`config.mk`:
```
export PLATFORM = sky130hd
export DESIGN_NAME = folded_fir_tap_sequencer
export DESIGN_NICKNAME = d
export VERILOG_FILES = /design/src/rtl/folded_fir_tap_sequencer.sv
export SDC_FILE = /design/constraint.sdc
export NUM_CORES = 1
export LEC_CHECK = 0
export ABC_AREA = 1
export BUFFER_PORTS_ARGS = -buffer_cell sky130_fd_sc_hd__buf_2
export CAP_MARGIN = 0
export CORE_ASPECT_RATIO = 1.2
export CORE_MARGIN = 3
export CORE_UTILIZATION = 35
export DETAILED_ROUTE_END_ITERATION = 7
export PLACE_DENSITY_LB_ADDON = 0.05
export SLEW_MARGIN = 20
export SYNTH_ARGS = -nofsm -noshare
export SYNTH_HDL_FRONTEND = slang
export SYNTH_SLANG_ARGS = --single-unit
```
`constraint.sdc`:
```
create_clock -name clk100 -period 2.3 [get_ports clk100]
set_input_delay 0.115 -clock clk100 [delete_from_list [all_inputs] [get_ports clk100]]
set_output_delay 0.115 -clock clk100 [all_outputs]
set_load 0.02 [all_outputs]
```
`src/rtl/folded_fir_tap_sequencer.sv`:
```
// folded_fir_tap_sequencer: keeps the TAPS-deep sample delay line and issues one
// (sample, coefficient) pair per fast-clock cycle to a shared folded MAC.
module folded_fir_tap_sequencer #(
    parameter int DATA_W = 10,
    parameter int COEF_W = 12,
    parameter int TAPS   = 5
) (
    input  logic                     clk100,
    input  logic                     rst,
    input  logic                     flush,
    input  logic [TAPS*COEF_W-1:0]   coef_flat,
    input  logic                     in_valid,
    input  logic [DATA_W-1:0]        in_data,
    output logic                     in_ready,
    output logic                     mac_valid,
    output logic [DATA_W-1:0]        mac_x,
    output logic [COEF_W-1:0]        mac_c,
    output logic                     mac_first,
    output logic                     mac_last
);
    localparam int PW = $clog2(TAPS);
    localparam logic [PW-1:0] LAST = PW'(TAPS - 1);
    typedef enum logic {IDLE, RUN} state_t;
    state_t              state_q, state_d;
    logic [PW-1:0]       phase_q, phase_d;
    logic [DATA_W-1:0]   x_q [TAPS];
    logic [DATA_W-1:0]   x_d [TAPS];
    logic [COEF_W-1:0]   c_q [TAPS];
    logic [COEF_W-1:0]   c_d [TAPS];
    logic [DATA_W-1:0]   sel_x;
    logic [COEF_W-1:0]   sel_c;
    logic                valid_q, first_q, last_q;
    logic [DATA_W-1:0]   mx_q;
    logic [COEF_W-1:0]   mc_q;
    logic                accept;
    assign in_ready  = !rst && !flush && (state_q == IDLE || (state_q == RUN && phase_q == LAST));
    assign accept    = in_valid && in_ready;
    assign mac_valid = valid_q;
    assign mac_x     = mx_q;
    assign mac_c     = mc_q;
    assign mac_first = first_q;
    assign mac_last  = last_q;
    always_comb begin
        state_d = state_q;
        phase_d = phase_q;
        x_d     = x_q;
        c_d     = c_q;
        if (flush) begin
            state_d = IDLE;
            phase_d = '0;
            for (int k = 0; k < TAPS; k++) x_d[k] = '0;
        end else if (accept) begin
            state_d = RUN;
            phase_d = '0;
            x_d[0]  = in_data;
            for (int k = 1; k < TAPS; k++) x_d[k] = x_q[k-1];
            for (int k = 0; k < TAPS; k++) c_d[k] = coef_flat[k*COEF_W +: COEF_W];
        end else if (state_q == RUN) begin
            state_d = (phase_q == LAST) ? IDLE : RUN;
            phase_d = (phase_q == LAST) ? '0 : phase_q + PW'(1);
        end
        // Outputs are registered from next-state so phase p shows during phase p.
        sel_x = '0;
        sel_c = '0;
        for (int k = 0; k < TAPS; k++) begin
            if (phase_d == PW'(k)) begin
                sel_x = x_d[k];
                sel_c = c_d[k];
            end
        end
    end
    always_ff @(posedge clk100) begin
        if (rst) begin
            state_q <= IDLE;
            phase_q <= '0;
            for (int k = 0; k < TAPS; k++) begin
                x_q[k] <= '0;
                c_q[k] <= '0;
            end
            valid_q <= 1'b0;
            first_q <= 1'b0;
            last_q  <= 1'b0;
            mx_q    <= '0;
            mc_q    <= '0;
        end else begin
            state_q <= state_d;
            phase_q <= phase_d;
            x_q     <= x_d;
            c_q     <= c_d;
            valid_q <= state_d == RUN;
            first_q <= state_d == RUN && phase_d == '0;
            last_q  <= state_d == RUN && phase_d == LAST;
            if (state_d == RUN) begin
                mx_q <= sel_x;
                mc_q <= sel_c;
            end
        end
    end
endmodule
```
; After elaboration in Yosys (flattened, before gate mapping)
; Cells that the tools add are included.
[op_classes]
addsub = 1
n_eq_ne = 5
mux = 22
bitwise = 1
reduce_logical = 10
[ops]
columns = cell, count
row1 = 60-bit two-way mux, 2
row2 = 50-bit two-way mux, 2
row3 = 12-bit two-way mux, 5
row4 = 10-bit two-way mux, 5
row5 = 3-bit two-way mux, 4
row6 = "3-bit by 2-bit == test with 1-bit output, second input constant", 2
row7 = "3-bit == test, second input constant", 2
row8 = 1-bit logical AND, 6
row9 = 1-bit two-way mux, 4
row10 = "3-bit by 1-bit adder with 3-bit output, second input constant", 1
row11 = "3-bit by 1-bit == test with 1-bit output, second input constant", 1
row12 = 3-bit zero test, 1
row13 = 1-bit zero test, 2
row14 = 1-bit logical OR, 1
row15 = 1-bit NOT, 1
[totals]
regBits = 138
in_bits = 74
out_inout_bits = 26

; Depth between registers and ports, before layout
; Gate-level depths: netlist of the first run.
[depth]
ltp_word = 13
ltp_mapped = 16

; Worst setup path after synthesis of the first run
; Ideal clock, no wire load.
[synth_path]
kind = register -> register
startpoint = register phase_q[0]
endpoint = register mc_q[10] (netlist: mac_c[10])
setup_ns = 0.132
arrival_time_ns = 1.801
setup_slack_ns = 0.367
stages_incl_launch_ff = 13
n_path_buf = 2
period_less_slack_ns = 1.933
cell_sequence = dfxtp_1 > inv_1 > ha_1 > nand2_1 > nand2_2 > nand3_2 > buf_4 > nand2_1 > nand3_1 > clkbuf_1 > nand2_1 > o21bai_1 > a21oi_1
[synth_between]
elab_chain_cells = 13
word_cells_on_any_way = 26
cone_classes = add/sub: 1 / eq/ne: 5 / mux: 15 / reduce/logical: 5
[synth_lines]
columns = item, line_no
row1 = start: declaration, 25  ; logic [PW-1:0] phase_q, phase_d;
row2 = start signal: assignment, 87  ; phase_q <= phase_d;
row3 = "parallel branches: the longest is 13 deep, another holds 3-bit by 1-bit adder with 3-bit output", -
row4 = end signal: assignment, 95  ; mc_q <= sel_c;
row5 = end: declaration, 34  ; logic [COEF_W-1:0] mc_q;
; Several ways; the timed one is not identified.
; A chain may end at the register's enable or synchronous reset.

; Final worst setup path of the first run
[layout_path]
startpoint = register phase_q[0]
endpoint = register mc_q[1] (netlist: mac_c[1])
; Same word-level chain as after synthesis.

==> results.ini, run 1 <==
[setup_path]
critical_path.max_stage_delay_ps = 330
critPathLaunchType = flip-flop
critPathSlowestCell = dfxtp_2
rrSetupSlack_ps = 210
r2r_end = mac_c[1]
r2r-start = phase_q[0]
cp_max_fo = 24
path_cells = inv_2 -> ha_1 -> nand2_1 -> nand2_2 -> nand3_4 -> buf_6 -> buf_12 -> or2_2 -> o21ai_0 -> nor2_1 -> nor2_1 -> nand2_1 -> nand2_1 -> a21oi_1
path_common_cell = nand2_1
cp.arrival_ps = 2360
path_class = flip-flop to flip-flop
worstPathRequired_ps = 2570
reg2reg_depth = 14
crit_path_end_kind = flip-flop

[clock_tree]
cts_tree = yes
htreeDepth = 4
cts_sinks = 138
cts_made_buffers = 17
insertion_delay_ps = 420
cts_buffer_depth = 2
path_clk_slew_ps = 60
cts_root_buffer = clkbuf_16

[hold_path]
min_delay_path_depth = 3
hold_class = input pin to flip-flop
min_from = in_data[0]
hold-path-endpoint = x_q[40]

[drt]
vias = 6467
firstDrtPassIters = 5
drc = 0
drt-total-wl_um = 19800
wl_per_cell_um = 14.0
vias_per_cell = 4.59
ant_nets = 0
first_iter_violations = 337

[global_route]
antenna_found_initial = 0
grt_pass1_vias = 6255
grt.total_usage_pct = 19.2
grt_max_degree = 139
grt-ovfl-total = 0
grt_pass1_wl_um = 31200

[pwr]
pwr-share-seq_pct = 42.8
switchingPower_w = 0.00137
pwr-share-comb_pct = 9.7
finalPower_w = 0.00577
powerDensity_mw_per_mm2 = 674
peakVddDrop_v = 0.000472
p_int_w = 0.00440
swShare_pct = 23.7
clockPowerShare_pct = 47.6
p_leak_nw = 4.10

[final_layout]
n_antenna_cell = 0
nNetsFinal = 1221
syn2layout_area_growth_pct = 30.4
fin_util_pct = 46.8
drive_gt1_share_pct = 17.0
final_area_mm2 = 0.00857
finalNonFillerCells = 1408

[timing]
slew-limit-headroom_pct = 50.2
period_needed_ps = 2090
timing.final.crit_share_pct = 91.1
tightest_slew_ps = 746
final-setup-viol-count = 0
setup_tns_ps = 0
final_max_slew_viol_count = 0
max_freq_ghz = 0.477
rsz0062_at_grt = false
hold_viol_final = 0
clock-skew-final_ps = 6.69

[yosys]
synth_area_per_cell_um2 = 6.51
synth-async-reset-ratio_pct = 0
ys_seq_elements = 138
synthFlopType = dfxtp_1
synth_area_mm2 = 0.00657
yosys_warnings = 0
synth_fp_nets = 1086
netlist.area_leader.share_pct = 42.0
synth-edff-count = 0
synth.distinct_cells = 28
synth-seq-area-share_pct = 42.0
syn_inst = 1010
post-synth-top-area-cell = dfxtp_1
yosys-top-cells-area = dfxtp_1 (42%), nand2_1 (21%), nor2_1 (6.7%)

[floorplanning]
initial_utilization_pct = 35.9
ios = 100
dieArea_mm2 = 0.0205
rows = 54
core_mm2 = 0.0183
die_h_um = 156
die_width_um = 131

[place]
place_area_mm2 = 0.00744
dp.cells = 1329
gp_congestion = 0.751
dp_hpwl_um = 12300
portBuffers = 99

[outcome]
outcome = completed

[flow_run]
drv_cap = 0

-- final cells by class --
type | count | area (um2)
timing repair buffer | 177 | 1390
inverter | 92 | 345
tap | 252 | 315
multi-input combinational | 719 | 3170
clock buffer | 22 | 494
clock inverter | 8 | 92.6
sequential | 138 | 2760
fill | 1964 | 9740
-- cell usage in the layout, fill, tap and decap left out, types with 2 or more instances in the layout --
| master | instances |
|---|---|
| nand2_1 | 362 |
| dfxtp_1 | 137 |
| nor2_1 | 117 |
| buf_2 | 98 |
| inv_1 | 87 |
| a21oi_1 | 69 |
| dlygate4sd3_1 | 40 |
| o21ai_0 | 39 |
| nor3_1 | 28 |
| buf_4 | 24 |
| nand3_1 | 21 |
| nand4_1 | 20 |
| clkbuf_16 | 20 |
| o21bai_1 | 15 |
| or2_2 | 13 |
| buf_12 | 10 |
| or2_0 | 9 |
| o21ai_1 | 5 |
| mux2i_1 | 5 |
| clkbuf_8 | 5 |
| clkinv_2 | 5 |
| nand2_2 | 4 |
| nor2_2 | 4 |
| inv_2 | 3 |
| nor2_4 | 2 |
| o211ai_1 | 2 |
| clkinv_1 | 2 |
| ha_1 | 2 |
| bufinv_16 | 2 |
-- critical path, delay by kind of cell (launching register included) --
kind            cells  cell delay [ps]
flops               1              330
compound gates      2              160
fa+ha+maj           1              160
simple gates        8              890
buf+inv             3              400
-- per-layer routing --
| layer | vias to the layer above | track usage, % | wire length [um] |
|---|---|---|---|
| li1 | 3410 | - | - |
| met4 | 0 | 5.00 | 178 |
| met3 | 16 | 3.15 | 553 |
| met2 | 93 | 32.6 | 9630 |
| met1 | 2948 | 25.2 | 9400 |
| met5 | - | 0 | 0 |
-- registers in the layout, summed over array words and instances, names as in the netlist --
signal / count
c_q: 60
mac_c: 12
mac_first: 1
mac_last: 1
mac_valid: 1
mac_x: 10
phase_q: 3
x_q: 50
-- kinds of logic after synthesis --
family	after synthesis	share of synthesized area, %
flip-flops	138	42.0
AO/OA/AOI/OAI	131	10.7
multiplexers	5	0.762
buffers and inverters	153	9.90
AND/OR/NAND/NOR	581	36.2
adder cells (fa/ha/maj)	2	0.381
-- stage by stage --
stage | setup slack, ps | hold slack, ps
finish | 206 | 45.1
global placement | 149 | 385
CTS | 120 | 33.5
detailed placement | 147 | 382
global route | 30.7 | 90.9
floorplan | 367 | 278
-- worst max-delay path by stage --
stage | from | end | slack, ps | depth (start not counted)
after floorplan | phase_q[0] | mac_c[10] | 370 | 12
after global placement | phase_q[0] | mac_c[10] | 150 | 14
after detailed placement | phase_q[0] | mac_c[7] | 150 | 13
after CTS | phase_q[0] | mac_x[8] | 120 | 12
after global routing | phase_q[0] | mac_x[1] | 30 | 13
final | phase_q[0] | mac_c[1] | 210 | 14
-- cells in the mapped netlist, types with 6 or more instances --
library cell,count
or2_0,9
buf_2,19
nand2_1,363
nand3_1,21
nor3_1,28
buf_4,6
nand4_1,20
clkbuf_1,29
inv_1,88
o21ai_0,41
o21bai_1,15
nor2_1,117
a21oi_1,69
dfxtp_1,138
or2_2,13
-- repair_timing --
| action | CTS | global route |
|---|---|---|
| setup endpoints to repair | 0 | 22 |
| setup buffers | 0 | 6 |
| endpoints found under the hold margin | 40 | 0 |
| resized for setup | 0 | 9 |
| hold buffers | 40 | 0 |
-- power by group through the flow --
| stage | clock [W] | sequential (W) | combinational (W) |
|---|---|---|---|
| after detailed placement | 0 | 0.00252 | 0.000492 |
| after global routing | 0.00289 | 0.00247 | 0.000631 |
| final | 0.00275 | 0.00247 | 0.000559 |
| after global placement | 0 | 0.00252 | 0.000495 |
| after floorplan | 0 | 0.00252 | 0.000308 |
| after CTS | 0.00281 | 0.00247 | 0.000546 |
(Power assumes the default switching activity.)
==> inputs of run 2 (changes only) <==
--- a/config.mk
+++ b/config.mk
@@ -10,7 +10,7 @@
 export CAP_MARGIN = 0
 export CORE_ASPECT_RATIO = 1.2
 export CORE_MARGIN = 3
-export CORE_UTILIZATION = 35
+export CORE_UTILIZATION = 30
 export DETAILED_ROUTE_END_ITERATION = 7
 export PLACE_DENSITY_LB_ADDON = 0.05
 export SLEW_MARGIN = 20
==> results.ini, run 2 (same netlist as run 1, synthesis figures left out) <==
[place]
gp_congestion = 0.727
portBuffers = 99
dp_hpwl_um = 13000
dp.cells = 1352

[drt]
vias_per_cell = 4.47
ant_nets = 0
wl_per_cell_um = 14.4
firstDrtPassIters = 4
drc = 0
drt-total-wl_um = 20700
vias = 6405
first_iter_violations = 302

[global_route]
grt_pass1_vias = 6273
grt.total_usage_pct = 17.1
grt-ovfl-total = 0
grt_max_degree = 81
grt_pass1_wl_um = 32700
antenna_found_initial = 0

[clock_tree]
htreeDepth = 4
cts_buffer_depth = 2
cts_tree = yes
cts_made_buffers = 17
cts_root_buffer = clkbuf_16
insertion_delay_ps = 410
cts_sinks = 138
path_clk_slew_ps = 60

[pwr]
finalPower_w = 0.00590
powerDensity_mw_per_mm2 = 681
peakVddDrop_v = 0.000474
p_leak_nw = 4.13

[timing]
holdWs_ps = 10.7
final-setup-viol-count = 0
hold_viol_final = 0
final_max_slew_viol_count = 0
slew-limit-headroom_pct = 39.2
clock-skew-final_ps = 8.95
max_freq_ghz = 0.471
tightest_slew_ps = 912
period_needed_ps = 2120
timing.final.crit_share_pct = 92.2

[setup_path]
crit_path_end_kind = flip-flop
path_class = flip-flop to flip-flop
worstPathRequired_ps = 2630
cp_max_fo = 10
cp.arrival_ps = 2450
critPathLaunchType = flip-flop

[floorplanning]
core_mm2 = 0.0213
ios = 100
die_width_um = 141
dieArea_mm2 = 0.0237
initial_utilization_pct = 30.9
die_h_um = 168
rows = 58

[flow_run]
drv_cap = 0

[final_layout]
nNetsFinal = 1227
syn2layout_area_growth_pct = 31.8
drive_gt1_share_pct = 18.0
mostFrequentLayoutCells = nand2_1 (363), dfxtp_1 (137), nor2_1 (117)
n_antenna_cell = 0
top_register = c_q
finalNonFillerCells = 1434
final_common_cell = nand2_1
largest_reg_flops = 60
n_fill_cell = 2343

[hold_path]
hold_class = input pin to flip-flop

[outcome]
outcome = completed

[run 2: changes by cell type in the layout (fill, tap and decap cells not counted), sizes merged]
cell / change
clkbuf: -4
buf: +9
inv: +3
clkinv: +2
dlygate4sd3: -2
clkinvlp: -1
bufinv: +1
[run 2: where the power goes]
| part | switching, W | internal (W) | total [W] |
|---|---|---|---|
| Sequential | 0.0000165 | 0.00245 | 0.00247 |
| Clock | 0.00112 | 0.00175 | 0.00287 |
| Combinational | 0.000327 | 0.000231 | 0.000558 |
[run 2: what timing repair did]
item,in CTS,in global routing
setup buffers,0,8
hold buffers,38,0
endpoints found under the hold margin,38,0
gates resized for setup,0,25
endpoints found under the setup margin,0,21
[run 2: worst max-delay path, stage by stage (launching register included)]
cell and delay, ps:
dfxtp_2 330, inv_1 50, ha_1 200, nand2_1 110, nand2_4 80, nand3_4 150
buf_12 130, buf_12 120, nand3_2 120, nor2_4 190, buf_6 170, buf_12 120
nand2_1 50, nand2_1 60, o21bai_1 70, a21oi_1 110
[run 2: through the flow]
| step | cell area [um2] | setup slack, ps | util (%) | setup TNS, ps |
|---|---|---|---|---|
| finish | 8660 | 179 | 40.7 | 0 |
| global route | 8660 | -31.3 | 40.7 | -114 |
| CTS | 8450 | 137 | 39.8 | 0 |
| detailed placement | 7460 | 157 | 35.1 | 0 |
| global placement | 7460 | 183 | 35.1 | 0 |
| floorplan | 6570 | 367 | - | 0 |
[run 2: final cells by class]
| type | count | area, um2 | share of cell area [%] |
|---|---|---|---|
| inverters | 92 | 345 | 3.99 |
| flip-flops and latches | 138 | 2760 | 31.9 |
| well taps | 270 | 338 | 3.90 |
| clock inverters | 13 | 166 | 1.92 |
| clock buffers | 19 | 443 | 5.11 |
| multi-input cells | 719 | 3200 | 37.0 |
| repair buffers | 183 | 1410 | 16.2 |
[run 2: per-layer routing]
layer	share of wire (%)	vias to the layer above	global-route usage (%)
li1	-	3422	-
met1	48	2867	23.2
met2	48	104	28.3
met3	3.2	12	2.95
met4	0.76	0	4.30
met5	0	-	0
[run 2: path summary, 6_finish.rpt]
| kind | startpoint | to | slack, ps | depth (start not counted) |
|---|---|---|---|---|
| setup / recovery | phase_q[0] | mac_x[8] | 180 | 15 |
| hold / removal | coef_flat[45] | c_q[21] | 10 | 3 |
| setup reg to reg | phase_q[0] | mac_x[8] | 180 | 15 |
| hold reg to reg | mac_x[9] | mac_x[9] | 470 | 2 |
